[src/rtl/common_pkg.sv]
// rtl/common_pkg.sv - shared widths, warp/LSU state encodings and memory size codes
package common_pkg;

    localparam int DATA_MEM_ADDR_BITS = 10;

    typedef logic [31:0]                   data_t;
    typedef logic [DATA_MEM_ADDR_BITS-1:0] data_mem_addr_t;

    typedef enum logic [2:0] {
        WARP_IDLE    = 3'd0,
        WARP_FETCH   = 3'd1,
        WARP_DECODE  = 3'd2,
        WARP_REQUEST = 3'd3,
        WARP_WAIT    = 3'd4,
        WARP_EXECUTE = 3'd5,
        WARP_UPDATE  = 3'd6,
        WARP_DONE    = 3'd7
    } warp_state_t;

    typedef enum logic [1:0] {
        LSU_IDLE       = 2'd0,
        LSU_REQUESTING = 2'd1,
        LSU_DONE       = 2'd2
    } lsu_state_t;

    typedef enum logic [1:0] {
        MEM_BYTE = 2'd0,
        MEM_HALF = 2'd1,
        MEM_WORD = 2'd2
    } mem_size_t;

endpackage

[src/rtl/lsu_align.sv]
// rtl/lsu_align.sv - byte-lane placement, strobes, load extension and alignment check
import common_pkg::*;

module lsu_align (
    input  logic [1:0] size,
    input  logic [1:0] offset,
    input  logic       usign,
    input  data_t      store_raw,
    input  data_t      load_raw,
    output data_t      store_data,
    output logic [3:0] strb,
    output data_t      load_data,
    output logic       misaligned
);

    logic [15:0] load_low;

    always_comb begin
        store_data = store_raw << {offset, 3'b000};
        load_low   = 16'(load_raw >> {offset, 3'b000});
        strb       = 4'b1111;
        load_data  = load_raw;
        misaligned = (offset != 2'd0);
        case (size)
            MEM_BYTE: begin
                strb       = 4'b0001 << offset;
                load_data  = {{24{~usign & load_low[7]}}, load_low[7:0]};
                misaligned = 1'b0;
            end
            MEM_HALF: begin
                strb       = 4'b0011 << offset;
                load_data  = {{16{~usign & load_low[15]}}, load_low};
                misaligned = offset[0];
            end
            // word and the reserved code both behave as a full word
            default: ;
        endcase
    end

endmodule

[src/rtl/lsu.sv]
// rtl/lsu.sv - per-thread load/store unit with valid/ready data-memory handshake
import common_pkg::*;

module lsu (
    input  logic           clk,
    input  logic           reset,
    input  warp_state_t    warp_state,
    input  logic           MemRead,
    input  logic           MemWrite,
    input  logic [1:0]     MemSize,
    input  logic           Usign,
    input  data_t          alu_out,
    input  data_t          rs2,
    output logic           mem_read_valid,
    output data_mem_addr_t mem_read_addr,
    input  logic           mem_read_ready,
    input  data_t          mem_read_data,
    output logic           mem_write_valid,
    output data_mem_addr_t mem_write_addr,
    output data_t          mem_write_data,
    output logic [3:0]     mem_write_strb,
    input  logic           mem_write_ready,
    output data_t          lsu_out,
    output lsu_state_t     lsu_state,
    output logic           lsu_misaligned
);

    lsu_state_t     state, state_next;
    data_mem_addr_t addr_q;
    logic [1:0]     off_q, size_q;
    logic           usign_q, is_read_q;
    data_t          wdata_q;
    logic [3:0]     strb_q;

    logic [1:0]     sel_size, sel_off;
    logic           sel_usign;
    data_t          st_data, ld_data;
    logic [3:0]     st_strb;
    logic           mis;
    logic           start, completes;
    logic           unused_alu_bits;

    assign unused_alu_bits = ^alu_out[31:DATA_MEM_ADDR_BITS+2];

    // live request fields feed the aligner while idle; latched fields afterwards for load extension
    assign sel_size  = (state == LSU_IDLE) ? MemSize     : size_q;
    assign sel_off   = (state == LSU_IDLE) ? alu_out[1:0] : off_q;
    assign sel_usign = (state == LSU_IDLE) ? Usign       : usign_q;

    lsu_align u_align (
        .size       (sel_size),
        .offset     (sel_off),
        .usign      (sel_usign),
        .store_raw  (rs2),
        .load_raw   (mem_read_data),
        .store_data (st_data),
        .strb       (st_strb),
        .load_data  (ld_data),
        .misaligned (mis)
    );

    assign start     = (state == LSU_IDLE) && (warp_state == WARP_REQUEST) && (MemRead || MemWrite);
    assign completes = (state == LSU_REQUESTING) && (is_read_q ? mem_read_ready : mem_write_ready);

    always_comb begin
        state_next = state;
        case (state)
            LSU_IDLE:       if (start) state_next = mis ? LSU_DONE : LSU_REQUESTING;
            LSU_REQUESTING: if (completes) state_next = LSU_DONE;
            LSU_DONE:       if (warp_state == WARP_UPDATE) state_next = LSU_IDLE;
            default:        state_next = LSU_IDLE;
        endcase
    end

    always_ff @(posedge clk) begin
        if (!reset) begin
            state          <= LSU_IDLE;
            addr_q         <= '0;
            off_q          <= '0;
            size_q         <= '0;
            usign_q        <= 1'b0;
            is_read_q      <= 1'b0;
            wdata_q        <= '0;
            strb_q         <= '0;
            lsu_out        <= '0;
            lsu_misaligned <= 1'b0;
        end else begin
            state <= state_next;
            if (start) begin
                addr_q         <= alu_out[DATA_MEM_ADDR_BITS+1:2];
                off_q          <= alu_out[1:0];
                size_q         <= MemSize;
                usign_q        <= Usign;
                is_read_q      <= MemRead;
                wdata_q        <= st_data;
                strb_q         <= st_strb;
                lsu_misaligned <= mis;
            end
            if (completes && is_read_q)
                lsu_out <= ld_data;
        end
    end

    assign mem_read_valid  = (state == LSU_REQUESTING) && is_read_q;
    assign mem_write_valid = (state == LSU_REQUESTING) && !is_read_q;
    assign mem_read_addr   = addr_q;
    assign mem_write_addr  = addr_q;
    assign mem_write_data  = wdata_q;
    assign mem_write_strb  = strb_q;
    assign lsu_state       = state;

endmodule

[config.mk]
export PLATFORM = sky130hd
export DESIGN_NAME = lsu
export DESIGN_NICKNAME = d
export VERILOG_FILES = /design/src/rtl/common_pkg.sv /design/src/rtl/lsu_align.sv /design/src/rtl/lsu.sv
export SDC_FILE = /design/constraint.sdc
export NUM_CORES = 1
export LEC_CHECK = 0
export CORE_MARGIN = 8
export CORE_UTILIZATION = 42
export CTS_CLUSTER_SIZE = 24
export DETAILED_ROUTE_END_ITERATION = 6
export GPL_TIMING_DRIVEN = 0
export PLACE_DENSITY = 0.82
export SETUP_SLACK_MARGIN = 0.2
export SYNTH_ARGS = -nofsm -noshare
export SYNTH_HDL_FRONTEND = slang
export SYNTH_SLANG_ARGS = --single-unit
[constraint.sdc]
create_clock -name clk -period 2.5 [get_ports clk]
set_input_delay 0.75 -clock clk [delete_from_list [all_inputs] [get_ports clk]]
set_output_delay 0.75 -clock clk [all_outputs]
set_load 0.02 [all_outputs]
==> reports/results.tsv <==
stage	metric	value	unit
pwr	VDD IR max	0.000340	V
min_path	Endpoint, Worst Hold	lsu_out[3]	
floorplanning	die span in y	119	µm
synthesis	Syn Inst Count	513	
sta	Max Fclk	438	MHz
global_route	first-pass GRT wire length	26200	µm
sta	Setup Skew	0.0152	ns
sta	minimum clock period	2.28	ns
sta	period utilization	91.3	%
route	DRT antenna net count	0	
min_path	worst hold path stage count	2	
sta	Slew headroom	64.2	%
place	PortBufs	179	
cts	CTS tree	built	
finish	NumNets Final	812	
critical_path	Worst Path Required	2.75	ns
synthesis	Adder-Cell Fraction of Synth Area	0	%
sta	final worst setup slack	0.216	ns
sta	Slew Limit Fails	0	
floorplanning	initial core utilization	43.2	%
floorplanning	Die Width	119	µm
critical_path	R2R Path End	lsu_out[2]	
route	Routed WL	17300	µm
synthesis	post-synthesis simple-gate area fraction	18.1	%
min_path	min-delay src	lsu_out[3]	
synthesis	Seq/Total Area, Yosys	39.0	%
finish	Design Area, Final	6730	µm²
finish	Fillers	868	
route	first drt pass iteration count	5	
critical_path	Max FO, Critical Path	10	
synthesis	Mapped Nets	621	
synthesis	top-count cell post-synth	nand2_1	
cts	Root Buffer	clkbuf_8	
synthesis	EDFF count, synth	0	
sta	RSZ-0062 raised after global routing	true	
synthesis	Synth top area share	39.0	%
synthesis	Synth cell types	55	
cts	total CTS buffers	9	
status	status	completed	
route	Residual DRC	0	
global_route	initial antenna violation count	0	
global_route	GRT overflow	0	
cts	CTS H-tree lvls	3	
critical_path	Setup crit start kind	input port	
place	GPL Wtd Cong	0.903	
pwr	PD cells	479	nW/µm²
synthesis	largest family of logic cells by synthesized area	compound AO/OA/AOI/OAI gates	
global_route	vias in the first global route	4908	
global_route	largest net degree at the start of global routing	16	
synthesis	post-synthesis mux area share	7.52	%
synthesis	Post-Synth XOR/XNOR Area	0	%
synthesis	top post-synthesis cells by area	dfxtp_1 (39%), nand2_1 (7.9%), o21ai_0 (6.7%)	
place	placed insts	828	
cts	CTS sink count	87	
sta	Final setup violation count	0	
cts	Skew-Pair Late Insertion Delay	0.36	ns
route	initial DRC count	304	
floorplanning	Rows	37	
floorplanning	IO Count	201	
synthesis	Mapped Area	4460	µm²
critical_path	RR Startpoint	lsu_state[0]	
synthesis	Synth Area in Compound Gates	28.6	%
synthesis	number of synthesized register bits	87	
finish	number of antenna diodes	0	
cts	clock tree buffer depth	2	
synthesis	syn_area_per_cell	8.70	µm²
route	DR WL/cell	20.5	µm
synthesis	cell taking the most area after synthesis	dfxtp_1	
global_route	Total GRT Usage	23.0	%
pwr	Leak	2.52	nW
critical_path	critical path type	in -> reg	
synthesis	commonest cells in the netlist	nand2_1 (94), dfxtp_1 (87), o21ai_0 (60)	
floorplanning	total die area	14200	µm²
synthesis	Top FF cell, synth	dfxtp_1	
synthesis	Ys Warns	0	
sta	Final Hold Fails	0	
critical_path	R2R cell count	7	
flow_run	# Max-Cap Violations	0	
sta	Slew @ Worst Pin	0.536	ns
floorplanning	core area	10300	µm²
place	Final HPWL DP	13500	µm
synthesis	Async SR Flop Fraction	0	%
critical_path	Worst setup EP type	flip-flop	
place	Place WS	-0.442	ns
finish	Final Non-Filler Cells	845	
critical_path	FF-to-FF setup slack	0.36	ns
route	Vias/cell	5.63	
finish	final core utilization	65.2	%
finish	share of post-route cells with drive strength above 1	15.1	%
place	Post-DP Area	6420	µm²
route	vias	4759	
cts	Worst-path clk slew	0.10	ns
finish	P&R area growth vs syn	50.9	%
min_path	HP Class	reg -> reg	
critical_path	Arr. time, crit path	2.53	ns
## critical path, cell delays in order
cell	delay (ns)
clkdlybuf4s50_1	0.50
nor2_2	0.07
or4_1	0.48
clkbuf_2	0.16
clkbuf_4	0.22
a221oi_1	0.26
nor2_1	0.10
## power breakdown
group | internal, mW | switching [mW]
clock | 0.500 | 0.549
sequential | 1.42 | 0.0233
combinational | 0.352 | 0.388
## per-layer routing
layer	up-vias	part of all wire (%)	GRT usage (%)
met5	-	0	0
met4	0	2.6	7.98
met3	35	9.7	7.42
met2	256	46	39.5
met1	2242	41	26.3
li1	2226	-	-
## worst max path at each step
stage	start	endpoint	slack, ns	cells after the start
after floorplan	alu_out[0]	mem_write_data[18]	0.36	6
after global placement	alu_out[0]	mem_write_data[27]	-0.41	7
after detailed placement	alu_out[0]	mem_write_data[27]	-0.44	7
after global routing	MemRead	mem_write_data[14]	0.18	8
final	MemRead	mem_write_data[23]	0.22	7
after CTS	mem_read_ready	lsu_out[30]	0.16	6
## flip-flops by register name (all words and copies together) (netlist names)
name	count
mem_write_data	32
usign_q	1
lsu_misaligned	1
size_q	2
mem_write_strb	4
mem_read_addr	10
lsu_out	32
lsu_state	2
is_read_q	1
off_q	2
## area by class of cell
type                    instances  area (µm²)  share of cell area [%]
multi-input cells             374        2490                    37.0
well taps                     136         170                    2.53
inverters                       2        7.51                   0.111
clock inverters                 5        65.1                   0.966
clock buffers                  11         141                    2.10
plain buffers                  50         320                    4.76
flip-flops and latches         87        1740                    25.9
repair buffers                180        1790                    26.6
## per-stage QoR
stage	TNS, ns	hold slack [ns]	power (mW)
floorplan	0	0.457	1.83
global placement	-19.26	0.444	2.16
detailed placement	-21.59	0.447	2.17
CTS	0	0.467	3.20
global route	0	0.481	3.32
finish	0	0.462	3.23
## kinds of logic after synthesis
| family | after synthesis |
|---|---|
| mux | 31 |
| buf+inv | 52 |
| compound gates | 175 |
| flops | 87 |
| simple gates | 168 |
## placed cells by master (no fill, tap or decap), drive strengths merged, types with 7 or more instances in the layout
cell	netlist	routed
mux2i	20	20
clkdlybuf4s50	0	175
buf	30	31
o21ai	63	63
o22ai	7	7
nor2b	9	9
nor2	16	16
and3	10	10
a21boi	16	16
a221oi	8	8
dfxtp	87	87
a21oi	14	14
o221ai	8	8
a31oi	18	18
clkbuf	20	31
o31ai	8	8
a22oi	15	15
a21o	7	7
nand2	95	95
mux2	11	11
and2	19	19
## repair_timing
item,4_1_cts,5_1_grt
endpoints found under the setup margin,65,57
resized for setup,17,17
buffers inserted,0,1
hold buffers,0,0
pin swaps,1,1
Note: power is estimated with default switching activity, not from simulation.
